**src/rtl/expression_y_unpacker_if.sv**
```systemverilog
// Handshake bundle between an expression_* producer, the y unpacker and its field sink.
// master drives the packed word and field ready; slave is the unpacker itself.
interface expression_y_unpacker_if #(
  parameter int OUT_W = 8
);
  logic             in_valid;
  logic [89:0]      in_data;
  logic             in_ready;
  logic             out_valid;
  logic             out_ready;
  logic [OUT_W-1:0] out_data;
  logic [4:0]       out_idx;
  logic             out_last;
  logic [OUT_W-1:0] sig;
  logic             sig_valid;

  modport master (
    output in_valid, in_data, out_ready,
    input  in_ready, out_valid, out_data, out_idx, out_last, sig, sig_valid
  );

  modport slave (
    input  in_valid, in_data, out_ready,
    output in_ready, out_valid, out_data, out_idx, out_last, sig, sig_valid
  );
endinterface

```
**src/rtl/expression_y_unpacker.sv**
```systemverilog
// Splits the 90-bit y = {y0..y17} word into 18 extended, index-tagged fields, one per handshake.
// Optional XOR signature of each word's fields is built when EXPR_UNPACK_SIG_EN is defined.
module expression_y_unpacker #(
  parameter int OUT_W     = 8,
  parameter int SIGN_EXT  = 1,
  parameter int MSB_FIRST = 1
) (
  input  logic                     clk,
  input  logic                     rst,
  expression_y_unpacker_if.slave   bus
);

  typedef enum logic {IDLE, EMIT} state_t;

  localparam logic [4:0] FIRST_IDX = (MSB_FIRST != 0) ? 5'd0  : 5'd17;
  localparam logic [4:0] LAST_IDX  = (MSB_FIRST != 0) ? 5'd17 : 5'd0;

  state_t      state_q, state_d;
  logic [4:0]  idx_q, idx_d;
  logic [89:0] word_q, word_d;

  logic             in_ready_w, accept_w, fire_w, last_w;
  logic [4:0]       grp, sub, off;
  logic [2:0]       wid;
  logic [6:0]       lsb;
  logic [5:0]       raw;
  logic             is_signed;
  logic [OUT_W-1:0] lo_mask, ext;

  // Ready is held low for as long as reset is asserted, not just until the next edge.
  assign in_ready_w = (state_q == IDLE) && !rst;
  assign accept_w   = in_ready_w && bus.in_valid;
  assign last_w     = (state_q == EMIT) && (idx_q == LAST_IDX);
  assign fire_w     = (state_q == EMIT) && bus.out_ready;

  always_comb begin
    state_d = state_q;
    idx_d   = idx_q;
    word_d  = word_q;
    case (state_q)
      IDLE: begin
        if (accept_w) begin
          word_d  = bus.in_data;
          idx_d   = FIRST_IDX;
          state_d = EMIT;
        end
      end
      default: begin
        if (bus.out_ready) begin
          if (last_w) begin
            state_d = IDLE;
          end else if (MSB_FIRST != 0) begin
            idx_d = idx_q + 5'd1;
          end else begin
            idx_d = idx_q - 5'd1;
          end
        end
      end
    endcase
  end

  always_ff @(posedge clk or posedge rst) begin
    if (rst) begin
      state_q <= IDLE;
      idx_q   <= '0;
      word_q  <= '0;
    end else begin
      state_q <= state_d;
      idx_q   <= idx_d;
      word_q  <= word_d;
    end
  end

  // Each 30-bit group holds widths 4,5,6,4,5,6; the last three are signed.
  always_comb begin
    grp = idx_q / 5'd6;
    sub = idx_q % 5'd6;
    off = 5'd0;
    wid = 3'd4;
    case (sub)
      5'd0:    begin off = 5'd0;  wid = 3'd4; end
      5'd1:    begin off = 5'd4;  wid = 3'd5; end
      5'd2:    begin off = 5'd9;  wid = 3'd6; end
      5'd3:    begin off = 5'd15; wid = 3'd4; end
      5'd4:    begin off = 5'd19; wid = 3'd5; end
      default: begin off = 5'd24; wid = 3'd6; end
    endcase
    lsb       = 7'd90 - 7'(grp) * 7'd30 - 7'(off) - 7'(wid);
    raw       = 6'(word_q >> lsb) & ((6'd1 << wid) - 6'd1);
    is_signed = (sub >= 5'd3);
    lo_mask   = (OUT_W'(1) << wid) - OUT_W'(1);
    ext       = OUT_W'(raw);
    if ((SIGN_EXT != 0) && is_signed && raw[wid - 3'd1]) begin
      ext = ext | ~lo_mask;
    end
  end

  assign bus.in_ready  = in_ready_w;
  assign bus.out_valid = (state_q == EMIT);
  assign bus.out_data  = (state_q == EMIT) ? ext : '0;
  assign bus.out_idx   = idx_q;
  assign bus.out_last  = last_w;

`ifdef EXPR_UNPACK_SIG_EN
  logic [OUT_W-1:0] acc_q, acc_d;
  logic [OUT_W-1:0] sig_q, sig_d;
  logic             sig_vld_q, sig_vld_d;

  always_comb begin
    acc_d     = acc_q;
    sig_d     = sig_q;
    sig_vld_d = 1'b0;
    if (accept_w) begin
      acc_d = '0;
    end else if (fire_w) begin
      acc_d = acc_q ^ bus.out_data;
      if (last_w) begin
        sig_d     = acc_q ^ bus.out_data;
        sig_vld_d = 1'b1;
      end
    end
  end

  always_ff @(posedge clk or posedge rst) begin
    if (rst) begin
      acc_q     <= '0;
      sig_q     <= '0;
      sig_vld_q <= 1'b0;
    end else begin
      acc_q     <= acc_d;
      sig_q     <= sig_d;
      sig_vld_q <= sig_vld_d;
    end
  end

  assign bus.sig       = sig_q;
  assign bus.sig_valid = sig_vld_q;
`else
  assign bus.sig       = '0;
  assign bus.sig_valid = 1'b0;
`endif

endmodule

```
**src/flat_wrapper.sv**
```systemverilog
// flat-port wrapper written by rule: the top's interface ports become plain ports
module expression_y_unpacker_flat 
#(
  parameter int OUT_W     = 8,
  parameter int SIGN_EXT  = 1,
  parameter int MSB_FIRST = 1
)
  (clk, rst, bus_in_valid, bus_in_data, bus_out_ready, bus_in_ready, bus_out_valid, bus_out_data, bus_out_idx, bus_out_last, bus_sig, bus_sig_valid);
  expression_y_unpacker_if #(.OUT_W(OUT_W)) bus_i ();
  input  logic clk;
  input  logic rst;
  input wire logic [$bits(bus_i.in_valid)-1:0] bus_in_valid;
  input wire logic [$bits(bus_i.in_data)-1:0] bus_in_data;
  input wire logic [$bits(bus_i.out_ready)-1:0] bus_out_ready;
  output wire logic [$bits(bus_i.in_ready)-1:0] bus_in_ready;
  output wire logic [$bits(bus_i.out_valid)-1:0] bus_out_valid;
  output wire logic [$bits(bus_i.out_data)-1:0] bus_out_data;
  output wire logic [$bits(bus_i.out_idx)-1:0] bus_out_idx;
  output wire logic [$bits(bus_i.out_last)-1:0] bus_out_last;
  output wire logic [$bits(bus_i.sig)-1:0] bus_sig;
  output wire logic [$bits(bus_i.sig_valid)-1:0] bus_sig_valid;
  assign bus_i.in_valid = bus_in_valid;
  assign bus_i.in_data = bus_in_data;
  assign bus_i.out_ready = bus_out_ready;
  assign bus_in_ready = bus_i.in_ready;
  assign bus_out_valid = bus_i.out_valid;
  assign bus_out_data = bus_i.out_data;
  assign bus_out_idx = bus_i.out_idx;
  assign bus_out_last = bus_i.out_last;
  assign bus_sig = bus_i.sig;
  assign bus_sig_valid = bus_i.sig_valid;
  expression_y_unpacker #(.OUT_W(OUT_W), .SIGN_EXT(SIGN_EXT), .MSB_FIRST(MSB_FIRST)) u_core (.clk(clk), .rst(rst), .bus(bus_i));
endmodule
```
**config.mk**
```make
export PLATFORM = sky130hd
export DESIGN_NAME = expression_y_unpacker_flat
export DESIGN_NICKNAME = d
export VERILOG_FILES = /design/src/rtl/expression_y_unpacker_if.sv /design/src/rtl/expression_y_unpacker.sv /design/src/flat_wrapper.sv
export SDC_FILE = /design/constraint.sdc
export NUM_CORES = 1
export LEC_CHECK = 0
export CAP_MARGIN = 20
export CORE_MARGIN = 5
export CORE_UTILIZATION = 40
export CTS_CLUSTER_SIZE = 40
export DETAILED_ROUTE_END_ITERATION = 8
export PLACE_DENSITY = 0.63
export SLEW_MARGIN = 20
export SYNTH_ARGS = -nofsm -noshare
export SYNTH_HDL_FRONTEND = slang
export SYNTH_SLANG_ARGS = --single-unit
```
**constraint.sdc**
```tcl
create_clock -name clk -period 8.4 [get_ports clk]
set_clock_uncertainty 0.15 [all_clocks]
set_input_delay 0.84 -clock clk [delete_from_list [all_inputs] [get_ports clk]]
set_output_delay 0.84 -clock clk [all_outputs]
set_load 0.05 [all_outputs]
```
==> results.ini, run 1 <==
[worst_setup_path]
end_kind=primary output
path_class=reg -> out
crit_start=u_core.bus.out_idx[4]
r2r_setup_slack_ns=5.76
cp_data_required_time_ns=7.41
rr_endpoint=u_core.word_q[60]
crit_fanout=9
r2r-start=u_core.bus.out_valid
reg2reg_depth=4
critPathCapture=bus_out_data[4]
critPathLaunchType=register
arrival_ns=7.09

[floorplanning]
die_w_um=154
core_mm2=0.0203
dieArea_mm2=0.0236
ios=119
die_h_um=154
rows=52
initial_core_util=0.407

[drt]
post_drt_wl_per_cell_um=18.8
num_vias=6355
routed_wl_um=20700
firstDrtPassIters=5
antenna_left=0
vias_per_cell=5.78
first_iter_violations=581
drc=0

[global_route]
top_usage_layer=met2
grt_use_met3=0.0312
use_met2=0.284
grt_max_degree=70
grt_pass1_wl_um=33700
grt_use_total=0.175
grt_pass1_vias=6231
use_met1=0.246
grt.overflow.total=0
antenna_found_initial=0

[cts]
cts.sinks=96
insertion_delay_ns=0.35
cts_tree=yes
htree_levels=3
cts.hold.buffers_added=0
clock_tree.root_cell=clkbuf_16
cts.path.max_buffers=2
cts_buffers=9
clk_pin_slew_ns=0.07

[yosys]
synth_cells=726
ys_async_sr_fraction=1.00
synth_edf_count=0
yosys.cell_types.count=62
avgSynthCellArea_um2=11.4
post_synth_instance_area_mm2=0.00826
ys_seq_area_frac=0.291
synth_area_leaders=dfrtp_1 (29%), mux4_2 (18%), mux2_2 (15%), mux2i_1 (7.8%), ha_1 (3.9%)
yosys.area.top_type=dfrtp_1
ys_seq_elements=96
synthFlopType=dfrtp_1
synth_top_area_frac=0.291
yosysWarningCount=0

[sta]
drv_slew=0
slew_headroom=0.423
final_hold_viol_count=0
setup_viol=0
tightestPinTransition_ns=0.866
finalCritPeriodShare=0.962
timing.fmax_ghz=0.124
timing.hold.ws_ns=0.372
fin_crit_ns=8.08

[cells_and_area]
drive_gt1_frac=0.325
seq_area_mm2=0.00240
n_antenna_cell=0
syn_to_final_growth_pct=23.3
fin_nets=952
fillCellCount=1828
multi_input_area_mm2=0.00559
finalInstanceArea_mm2=0.0102

[worst_hold_path]
hold_path_class=reg -> reg
hold_path_depth=1
min-delay-start=u_core.word_q[0]

[flow_run]
drv_cap=0

[status]
status=completed

[placed_design]
gp_congestion=0.909
port-buffer-count=109
dpl_cell_area_mm2=0.00970
hpwl_um=15600

## area by class of cell
cell class / instances / share of cell area
multi-input combinational: 546 / 0.548
sequential: 96 / 0.236
timing repair buffer: 148 / 0.142
clock buffer: 9 / 0.0221
inverter: 26 / 0.00970
tap: 270 / 0.0332
clock inverter: 5 / 0.00823
## sequential cells by signal, summed over array words and instances, names as in the netlist
signal,cells
u_core.word_q,90
u_core.bus.out_idx,5
u_core.bus.out_valid,1
## critical path, cell delays in order (launching register included)
cell     delay, ns
dfrtp_2       0.46
nor2b_2       0.17
nand2_1       0.08
ha_2          0.23
and2_1        0.20
a21oi_4       0.16
inv_1         0.06
ha_1          0.20
a31oi_1       0.19
o21ai_2       0.15
or4_1         0.52
a21oi_2       0.20
a21oi_1       0.05
or2_2         0.29
fa_1          0.58
inv_1         0.10
ha_4          0.17
fa_2          0.63
buf_4         0.21
mux4_2        0.52
mux4_1        0.54
nand2_1       0.10
mux2_2        0.14
o22ai_1       0.11
or2_0         0.24
a32o_1        0.23
buf_4         0.19
## timing repair
action,CTS,global route
setup buffers,4,6
pin swaps,1,1
setup endpoints to repair,5,8
gates cloned,0,1
gates resized for setup,5,12
## through the flow
stage | instances | utilization | setup TNS, ns | worst slack [ns]
2_1_floorplan | 734 | - | -0.467 | -0.233
3_3_place_gp | 1075 | 0.478 | 0 | 0.303
3_5_place_dp | 1075 | 0.478 | 0 | 0.158
4_1_cts | 1093 | 0.497 | 0 | 0.0330
5_1_grt | 1100 | 0.502 | -0.0119 | -0.0119
6_report | 1100 | 0.502 | 0 | 0.319
## routing by layer
metal,up-vias,share of wire
met5,-,0
met3,20,0.056
li1,2942,-
met1,3189,0.45
met2,204,0.48
met4,0,0.012
## cells in the mapped netlist, types with 4 or more instances
master / count
o211ai_1: 10
mux4_2: 66
nand2_1: 48
a311oi_1: 5
mux2_2: 109
mux2i_1: 64
a21o_1: 4
a211oi_1: 14
xor2_1: 6
nor2b_1: 8
dfrtp_1: 96
and2_1: 5
buf_4: 13
clkbuf_1: 18
ha_1: 26
inv_1: 25
nor3_1: 5
nand2b_1: 5
buf_2: 31
o21ai_0: 12
a21oi_1: 32
nand3_1: 15
xnor2_1: 9
o22ai_1: 4
nor2_1: 31
buf_1: 4
fa_1: 5
## worst min path at each step
stage,to,slack (ns)
global route,u_core.word_q[1],0.39
global placement,u_core.word_q[1],0.35
CTS,u_core.word_q[0],0.38
floorplan,u_core.word_q[0],0.32
detailed placement,u_core.word_q[0],0.36
finish,u_core.word_q[0],0.37
## kinds of logic (layout without fill, tap and decap cells)
family          after synthesis  after routing  synth area share
mux                         242            242             0.415
simple gates                140            141            0.0807
compound gates              107            107            0.0883
flops                        96             96             0.291
buf+inv                      93            188            0.0537
fa+ha+maj                    31             31            0.0515
xor+xnor                     16             16            0.0192
other cells                   1              9          0.000454
## layout by cell type (no fill, tap or decap), drive strengths merged, types with 7 or more instances in the layout
cell,n
inv,24
nor2b,8
xnor2,9
mux4,69
a21oi,32
mux2i,64
a211oi,14
ha,26
clkbuf,9
mux2,109
nand2,48
nor2,34
xor2,7
conb,9
o21ai,13
clkdlybuf4s50,101
buf,47
nand3,15
dfrtp,96
o211ai,10
Power of run 1 is left out: the tool's default activity adds up to more than one toggle a clock period on the data nets, which glitch-free logic cannot reach.
==> inputs of run 2 (changes only) <==
SLEW_MARGIN = unset   (was 20)
==> results of run 2 <==
Final layout, timing and power as in run 1 (identical DEF).
Power of run 2 is left out for the same reason.
==> inputs of run 3 (changes only) <==
CORE_UTILIZATION = 56   (was 40)
PLACE_DENSITY = 0.83   (was 0.63)
==> results.ini, run 3 (same netlist as run 1, synthesis figures left out) <==
[worst_setup_path]
end_kind=primary output  ; unchanged
rr_endpoint=u_core.word_q[42]  ; was u_core.word_q[60]
cpMostUsedCell=ha_1
critPathLaunchType=register  ; unchanged
cp_slowest_cell=fa_1  ; was fa_2
critPathMaxStageDelay_ns=0.51  ; was 0.63 ns
arrival_ns=7.06  ; was 7.09 ns
r2r_setup_slack_ns=6.24  ; was 5.76 ns
path_class=reg -> out  ; unchanged
r2r-start=u_core.bus.out_valid  ; unchanged
crit_fanout=12  ; was 9
cp_data_required_time_ns=7.41  ; about the same
reg2reg_depth=4  ; unchanged

[floorplanning]
ios=119  ; unchanged
die_w_um=131  ; was 154 um
initial_core_util=0.571  ; was 0.407
die_h_um=131  ; was 154 um
core_mm2=0.0145  ; was 0.0203 mm^2
rows=44  ; was 52
dieArea_mm2=0.0173  ; was 0.0236 mm^2

[worst_hold_path]
hold_path_class=reg -> reg  ; unchanged
hold_path_depth=1  ; unchanged
min-delay-start=u_core.word_q[0]  ; unchanged
hold_end=u_core.word_q[0]  ; unchanged

[sta]
fin_crit_ns=8.05  ; was 8.08 ns
slew_headroom=0.437  ; was 0.423
tightestPinTransition_ns=0.845  ; was 0.866 ns
rsz0062_at_grt=false
timing.fmax_ghz=0.124  ; about the same
setup_viol=0  ; unchanged
drv_slew=0  ; unchanged
finalCritPeriodShare=0.958  ; was 0.962
final_hold_viol_count=0  ; unchanged
fin_ws_ns=0.354  ; was 0.319 ns
fin_tns_setup_ns=0  ; unchanged

[cells_and_area]
n_antenna_cell=0  ; unchanged
max_flop_register=u_core.word_q  ; unchanged
syn_to_final_growth_pct=21.5  ; was 23.3%
drive_gt1_frac=0.318  ; was 0.325
fin_nets=944  ; was 952
layout_commonest_cell=mux2_2  ; unchanged
largest_reg_flops=90  ; unchanged
layout_common_cells=mux2_2 (109), clkdlybuf4s50_1 (101), dfrtp_1 (94), mux4_2 (66), mux2i_1 (64)  ; unchanged
fillCellCount=1030  ; was 1828
final_core_util=0.693  ; was 0.502

[cts]
cts_tree=yes  ; unchanged
cts_buffers=9  ; unchanged
cts.sinks=96  ; unchanged
htree_levels=3  ; unchanged
insertion_delay_ns=0.36  ; was 0.35 ns
cts.hold.buffers_added=0  ; unchanged
cts.path.max_buffers=2  ; unchanged
clock_tree.root_cell=clkbuf_16  ; unchanged
clk_pin_slew_ns=0.07  ; about the same

[global_route]
grt_max_degree=96  ; was 70
grt.overflow.total=0  ; unchanged
grt_pass1_wl_um=35900  ; was 33700 um
antenna_found_initial=0  ; unchanged
grt_use_total=0.251  ; was 0.175
grt_pass1_vias=6977  ; was 6231

[drt]
post_drt_wl_per_cell_um=21.3  ; was 18.8 um
drc=0  ; unchanged
antenna_left=0  ; unchanged
first_iter_violations=422  ; was 581
vias_per_cell=6.48  ; was 5.78
num_vias=6528  ; was 6355
routed_wl_um=21400  ; was 20700 um
firstDrtPassIters=5  ; unchanged

[flow_run]
drv_cap=0  ; unchanged

[placed_design]
gp_congestion=0.921  ; was 0.909
port-buffer-count=109  ; unchanged
place_ws_ns=0.193  ; was 0.158 ns
hpwl_um=15700  ; was 15600 um

[status]
status=completed  ; unchanged

[run 3: cell types whose count changed in the layout (fill, tap and decap cells not counted), moves of 2 or more]
cell / previous run / this run
clkbuf_1: 0 / 3
clkinv_2: 1 / 3
clkinvlp_4: 2 / 0
buf_4: 40 / 29
[run 3: metal layers]
metal	share of wire	up-vias	wire [um]	GRT usage
li1	-	2924	-	-
met5	0	-	0	0
met1	0.40	3268	8580	0.324
met2	0.50	286	10600	0.418
met4	0.028	0	605	0.0937
met3	0.074	50	1580	0.0554
[run 3: final cells by class]
type,instances,area (um^2),area share
clock buffer,12,236,0.0236
clock inverter,3,43.8,0.00436
inverter,26,100,0.00997
multi-input combinational,545,5560,0.554
sequential,96,2400,0.240
tap,184,230,0.0229
timing repair buffer,141,1470,0.146
[run 3: how the worst max path moves through the flow]
stage	depth (start not counted)	start	slack [ns]	endpoint
floorplan	28	u_core.bus.out_idx[3]	-0.23	bus_out_data[6]
global placement	25	u_core.bus.out_idx[3]	0.49	bus_out_data[2]
detailed placement	25	u_core.bus.out_idx[3]	0.19	bus_out_data[7]
CTS	26	u_core.bus.out_idx[3]	0.04	bus_out_data[4]
global route	26	u_core.bus.out_idx[3]	0.03	bus_out_data[4]
finish	28	u_core.bus.out_idx[3]	0.35	bus_out_data[5]
[run 3: what timing repair did]
| action | in CTS | in global routing |
|---|---|---|
| gates cloned | 1 | 1 |
| endpoints found under the setup margin | 6 | 8 |
| gates resized for setup | 5 | 14 |
| pin swaps | 1 | 2 |
| buffers inserted | 5 | 3 |
[run 3: through the flow]
stage / instance area, um^2 / std cells / hold WS (ns)
after floorplan: 8310 / 734 / 0.323
after global placement: 9530 / 981 / 0.360
after detailed placement: 9530 / 981 / 0.361
after CTS: 9920 / 1002 / 0.382
after global routing: 10000 / 1007 / 0.414
final: 10000 / 1007 / 0.380
[run 3: critical path, delay by kind of cell, from the launching register on]
| family | cells | cell delay, ns |
|---|---|---|
| fa+ha+maj | 8 | 2.67 |
| flops | 1 | 0.45 |
| buf+inv | 6 | 0.74 |
| simple gates | 7 | 1.21 |
| compound gates | 7 | 1.62 |
Power of run 3 is left out for the same reason.
